$ cat config.mk
export PLATFORM = sky130hd
export DESIGN_NAME = wb_rr_arbiter
export DESIGN_NICKNAME = d
export VERILOG_FILES = /design/src/rtl/wb_rr_arbiter.sv
export SDC_FILE = /design/constraint.sdc
export NUM_CORES = 1
export LEC_CHECK = 0
export CAP_MARGIN = 20
export CORE_AREA = 2 2 112 114
export DETAILED_ROUTE_END_ITERATION = 8
export DIE_AREA = 0 0 114 116
export SLEW_MARGIN = 20
export SYNTH_ARGS = -nofsm -noshare
export SYNTH_HDL_FRONTEND = slang
export SYNTH_SLANG_ARGS = --single-unit
$ cat constraint.sdc
create_clock -name clk_i -period 3.15 [get_ports clk_i]
set_input_delay 0.4725 -clock clk_i [delete_from_list [all_inputs] [get_ports clk_i]]
set_output_delay 0.4725 -clock clk_i [all_outputs]
set_load 0.02 [all_outputs]
$ cat src/rtl/wb_rr_arbiter.sv
// Round-robin arbiter sharing one pipelined Wishbone slave between N_MASTERS masters.
// Optional ack watchdog with ABORT state enabled by defining WB_ARB_TIMEOUT_EN.
module wb_rr_arbiter #(
  parameter int N_MASTERS       = 2,
  parameter int ADDR_WIDTH      = 32,
  parameter int DATA_WIDTH      = 32,
  parameter int MAX_OUTSTANDING = 4,
  parameter int TIMEOUT_CYCLES  = 255
) (
  input  logic                              clk_i,
  input  logic                              rst_n_i,
  input  logic [N_MASTERS-1:0]              m_cyc_i,
  input  logic [N_MASTERS-1:0]              m_stb_i,
  input  logic [N_MASTERS-1:0]              m_we_i,
  input  logic [N_MASTERS*ADDR_WIDTH-1:0]   m_adr_i,
  input  logic [N_MASTERS*DATA_WIDTH/8-1:0] m_sel_i,
  input  logic [N_MASTERS*DATA_WIDTH-1:0]   m_dat_i,
  output logic [N_MASTERS-1:0]              m_ack_o,
  output logic [N_MASTERS-1:0]              m_err_o,
  output logic [N_MASTERS-1:0]              m_stall_o,
  output logic [DATA_WIDTH-1:0]             m_dat_o,
  output logic                              s_cyc_o,
  output logic                              s_stb_o,
  output logic                              s_we_o,
  output logic [ADDR_WIDTH-1:0]             s_adr_o,
  output logic [DATA_WIDTH/8-1:0]           s_sel_o,
  output logic [DATA_WIDTH-1:0]             s_dat_o,
  input  logic                              s_ack_i,
  input  logic                              s_err_i,
  input  logic                              s_stall_i,
  input  logic [DATA_WIDTH-1:0]             s_dat_i,
  output logic [N_MASTERS-1:0]              grant_o
);

  localparam int SEL_W = DATA_WIDTH / 8;
  localparam int IDX_W = $clog2(N_MASTERS);
  localparam int CNT_W = $clog2(MAX_OUTSTANDING + 1);

  typedef enum logic [1:0] {
    ST_IDLE,
    ST_BUSY,
    ST_DRAIN
`ifdef WB_ARB_TIMEOUT_EN
    , ST_ABORT
`endif
  } state_t;

  state_t           state;
  logic [IDX_W-1:0] g_idx;
  logic [IDX_W-1:0] nxt_idx;
  logic [IDX_W-1:0] cand;
  logic [CNT_W-1:0] cnt;
  logic [CNT_W-1:0] cnt_nxt;
  logic             full;
  logic             rsp_ok;
  logic             accept;
  logic             m_cyc_g;
  logic             m_stb_g;
  logic             timeout;

  logic [ADDR_WIDTH-1:0] adr_arr [N_MASTERS];
  logic [SEL_W-1:0]      sel_arr [N_MASTERS];
  logic [DATA_WIDTH-1:0] dat_arr [N_MASTERS];

  for (genvar i = 0; i < N_MASTERS; i++) begin : g_unpack
    assign adr_arr[i] = m_adr_i[i*ADDR_WIDTH +: ADDR_WIDTH];
    assign sel_arr[i] = m_sel_i[i*SEL_W +: SEL_W];
    assign dat_arr[i] = m_dat_i[i*DATA_WIDTH +: DATA_WIDTH];
  end

  assign m_cyc_g = m_cyc_i[g_idx];
  assign m_stb_g = m_stb_i[g_idx];
  assign s_we_o  = m_we_i[g_idx];
  assign s_adr_o = adr_arr[g_idx];
  assign s_sel_o = sel_arr[g_idx];
  assign s_dat_o = dat_arr[g_idx];
  assign m_dat_o = s_dat_i;

  assign full   = (cnt == CNT_W'(MAX_OUTSTANDING));
  // Responses with nothing outstanding are spurious: neither counted nor forwarded.
  assign rsp_ok = (s_ack_i | s_err_i) & (cnt != '0);
  assign accept = s_stb_o & ~s_stall_i;

  // Scan from the farthest candidate down so the nearest requester after the pointer wins.
  always_comb begin
    nxt_idx = g_idx;
    cand    = '0;
    for (int i = N_MASTERS; i >= 1; i--) begin
      cand = IDX_W'((int'(g_idx) + i) % N_MASTERS);
      if (m_cyc_i[cand]) nxt_idx = cand;
    end
  end

`ifdef WB_ARB_TIMEOUT_EN
  localparam int WD_W = $clog2(TIMEOUT_CYCLES + 1);
  logic [WD_W-1:0] wdog;
  logic            wd_active;

  assign wd_active = ((state == ST_BUSY) || (state == ST_DRAIN)) && (cnt != '0);
  assign timeout   = wd_active && !(s_ack_i | s_err_i) && (wdog == WD_W'(TIMEOUT_CYCLES));

  always_ff @(posedge clk_i or negedge rst_n_i) begin
    if (!rst_n_i) begin
      wdog <= '0;
    end else if (wd_active && !(s_ack_i | s_err_i) && !timeout) begin
      wdog <= wdog + WD_W'(1);
    end else begin
      wdog <= '0;
    end
  end
`else
  assign timeout = 1'b0;
`endif

  always_comb begin
    if (timeout) begin
      cnt_nxt = '0;
    end else begin
      case ({accept, rsp_ok})
        2'b10:   cnt_nxt = cnt + CNT_W'(1);
        2'b01:   cnt_nxt = cnt - CNT_W'(1);
        default: cnt_nxt = cnt;
      endcase
    end
  end

  always_comb begin
    s_cyc_o   = 1'b0;
    s_stb_o   = 1'b0;
    m_ack_o   = '0;
    m_err_o   = '0;
    m_stall_o = '1;
    case (state)
      ST_BUSY: begin
        s_cyc_o = m_cyc_g;
        if (timeout) begin
          m_err_o[g_idx] = 1'b1;
        end else begin
          s_stb_o          = m_stb_g & ~full;
          m_stall_o[g_idx] = s_stall_i | full;
          m_ack_o[g_idx]   = s_ack_i & rsp_ok;
          m_err_o[g_idx]   = s_err_i & rsp_ok;
        end
      end
      ST_DRAIN: s_cyc_o = 1'b1;
      default: ;
    endcase
  end

  always_ff @(posedge clk_i or negedge rst_n_i) begin
    if (!rst_n_i) begin
      state   <= ST_IDLE;
      g_idx   <= IDX_W'(N_MASTERS - 1);
      grant_o <= '0;
      cnt     <= '0;
    end else begin
      cnt <= cnt_nxt;
      case (state)
        ST_IDLE: begin
          if (|m_cyc_i) begin
            g_idx   <= nxt_idx;
            grant_o <= N_MASTERS'(1) << nxt_idx;
            state   <= ST_BUSY;
          end
        end
        ST_BUSY: begin
`ifdef WB_ARB_TIMEOUT_EN
          if (timeout) begin
            state <= ST_ABORT;
          end else
`endif
          if (!m_cyc_g) begin
            if (cnt_nxt == '0) begin
              state   <= ST_IDLE;
              grant_o <= '0;
            end else begin
              state <= ST_DRAIN;
            end
          end
        end
        ST_DRAIN: begin
`ifdef WB_ARB_TIMEOUT_EN
          if (timeout) begin
            state <= ST_ABORT;
          end else
`endif
          if (cnt_nxt == '0) begin
            state   <= ST_IDLE;
            grant_o <= '0;
          end
        end
`ifdef WB_ARB_TIMEOUT_EN
        ST_ABORT: begin
          if (!m_cyc_g) begin
            state   <= ST_IDLE;
            grant_o <= '0;
          end
        end
`endif
        default: state <= ST_IDLE;
      endcase
    end
  end

endmodule
==> results.yml <==
detailed_routing:
  first_iter_violations: 43
  drt_pass1_iterations: 3
  drt_wl_total_um: 9040
  viasPerCell: 3.96
  wl_per_cell_um: 17.7
  ant_nets: 0
  drc: 0
  vias: 2027
die:
  die_h_um: 116
  fp.dieArea_um2: 13200
  die_w_um: 114
  core_region_area_um2: 11900
  pin_count: 290
  rows: 40
  start_util: 0.140
logic_synthesis:
  ys_ff_latch: 8
  ys_warn_count: 0
  ys_seq_area_frac: 0.121
  synth_top_family_by_area: "multiplexers"
  postSynthAreaPerCell_um2: 9.54
  synth-xor-area-share: 0.0105
  ys_async_sr_fraction: 1.00
  synth_adder_area_share: 0.0495
  synth_flop_cell: "dfrtp_1"
  netlist_instances: 175
  synth-compound-area-share: 0.0682
  synth_mux_area_frac: 0.490
  synth_cell_types: 32
  syn-cell-area_um2: 1670
  synthesis.nets: 360
  synth_edf_count: 0
  synth-simple-area-share: 0.0757
power_and_ir_drop:
  worst_ir_drop_vdd_uv: 330
  power_switching_mw: 1.20
  power_density_nw_per_um2: 703
  p_clk_frac: 0.081
  comb_power_share: 0.839
  internal-power_mw: 1.56
  p_leak_nw: 1.52
  power_frac_seq: 0.080
  sw_frac_of_total: 0.434
run_status:
  status: "complete, no violations"
layout:
  syn2layout_area_growth_pct: 136
  multi_input_area_um2: 1160
  fill_cells: 1261
  final_cell_mix: "225 x clkdlybuf4s50_1, 70 x mux2_2, 7 x inv_1, 7 x a21oi_1, 7 x dfrtp_1"
  drive_gt1_frac: 0.216
  layout.nets: 551
  layout_commonest_cell: "clkdlybuf4s50_1"
  antenna_cells: 0
  register_area_um2: 205
  finalNonFillerCells: 512
placement:
  hpwl_um: 7700
  gp_congestion: 0.782
  place_ws_ns: 0.0309
  numPortBuffers: 225
  dp.cells: 508
clocking:
  clk_path_buf_depth: 2
  ctsResizeCount: 0
  clkTransAtPathRegs_ns: 0.04
  cts_sinks: 8
  clock-root-buffer: "clkbuf_16"
  cts_hold_buf: 0
  cts_tree: "yes"
  insertion_delay_ns: 0.24
  numCtsBuffers: 3
  h-tree-depth: 1
  post_cts_buffers: 0
worst_setup_path:
  path_buf_inv: 1
  worstPathRequired_ns: 3.27
  crit_type: "flip-flop to flip-flop"
  crit_family: "multiplexers"
  crit_path_max_incr_delay_ns: 0.62
  cpMostUsedCell: "nand3_1"
  cp_cell_sequence: "mux2_2 -> nand3_1 -> ha_1 -> inv_1 -> fa_1 -> xor2_1 -> or3_1 -> nand3_1 -> a21bo_1 -> mux2_4"
  cp-end-kind: "flip-flop"
  arrival_ns: 3.05
  crit_path_max_fanout: 3
  cp-start-kind: "flip-flop"
  crit_slowest_cell: "dfstp_4"
sta:
  maxSlewViolCount: 0
  period_minus_slack_ns: 2.93
  hold_viol: 0
  period_share: 0.930
  rsz0062_at_grt: "false"
  setup_tns_ns: 0
  max_slew_margin: 0.718
  fin_ws_ns: 0.221
  setup_viol: 0
  max_freq_mhz: 341
  fin_skew_ns: 0.00258
  hold_slack_ns: 0.521
  worst_pin_slew_ns: 0.423
worst_hold_path:
  hold_path_class: "input port to asynchronous set/reset pin"
global_routing:
  grt-ovfl-total: 0
  grt_antenna_before_repair: 0
  track_usage: 0.120
  grt_pass1_wl_um: 12200
  grt_max_degree: 80
  grt_pass1_vias: 2067
job:
  maxCapViolCount: 0
-- synth_stat cells (all sizes together) (2+ instances only) --
cell type | n | share of area
nor2 | 6 | 0.013
and3 | 2 | 0.0075
clkbuf | 7 | 0.016
a21oi | 7 | 0.021
and2 | 2 | 0.0075
dfrtp | 7 | 0.10
nand3 | 3 | 0.0090
nor2b | 5 | 0.019
inv | 7 | 0.016
nand2 | 2 | 0.0045
mux2 | 72 | 0.49
ha | 5 | 0.037
buf | 34 | 0.15
-- metal layers --
layer | GRT usage | vias up | share of wire
li1 | - | 965 | -
met1 | 0.161 | 923 | 0.42
met5 | 0 | - | 0
met2 | 0.200 | 132 | 0.49
met4 | 0.0195 | 0 | 0.0053
met3 | 0.0272 | 7 | 0.091
-- state kept, by name (all words and copies together) (netlist names) --
register,flops
g_idx,1
grant_o,2
state,2
cnt,3
-- per-stage QoR --
step / area, um2 / utilization / total power [mW]
2_1_floorplan: 1670 / - / 1.61
3_3_place_gp: 3850 / 0.324 / 2.54
3_5_place_dp: 3850 / 0.324 / 2.56
4_1_cts: 3930 / 0.330 / 2.81
5_1_grt: 3930 / 0.330 / 2.93
6_report: 3930 / 0.330 / 2.77
-- cells by family (layout without fill, tap and decap cells) --
family / count (synthesis) / count (layout)
AO/OA/AOI/OAI: 15 / 15
XOR/XNOR: 2 / 2
adder cells (fa/ha/maj): 6 / 6
buffers and inverters: 48 / 238
flip-flops: 8 / 8
multiplexers: 72 / 72
AND/OR/NAND/NOR: 24 / 24
-- final timing paths --
check | start | end | slack (ns) | depth (start not counted)
min reg2reg | grant_o[1] | grant_o[1] | 0.53 | 2
min | rst_n_i | grant_o[1] | 0.52 | 1
max | g_idx | state[0] | 0.22 | 10
max in group asynchronous | rst_n_i | g_idx | 2.32 | 1
min in group clk_i | grant_o[1] | grant_o[1] | 0.53 | 2
max reg2reg | g_idx | state[0] | 0.22 | 10
-- power groups by stage --
stage,Combinational (mW),Clock (mW),Sequential (mW)
6_report,2.32,0.224,0.222
3_3_place_gp,2.32,0,0.218
4_1_cts,2.35,0.230,0.223
2_1_floorplan,1.39,0,0.215
3_5_place_dp,2.33,0,0.223
5_1_grt,2.47,0.235,0.230
-- worst register-to-register path: cells and delay by family (launching register included) --
family,cells,cell delay (ns)
mux,2,0.67
buf+inv,1,0.06
simple gates,3,0.58
flops,1,0.62
xor+xnor,1,0.16
compound gates,1,0.16
fa+ha+maj,2,0.55
-- cell type report --
type | instances | share of cell area
timing repair buffer | 227 | 0.580
multi-input combinational | 119 | 0.295
sequential | 8 | 0.0522
tap | 147 | 0.0468
clock buffer | 4 | 0.0200
inverter | 7 | 0.00668
Note: power is estimated with default switching activity, not from simulation.
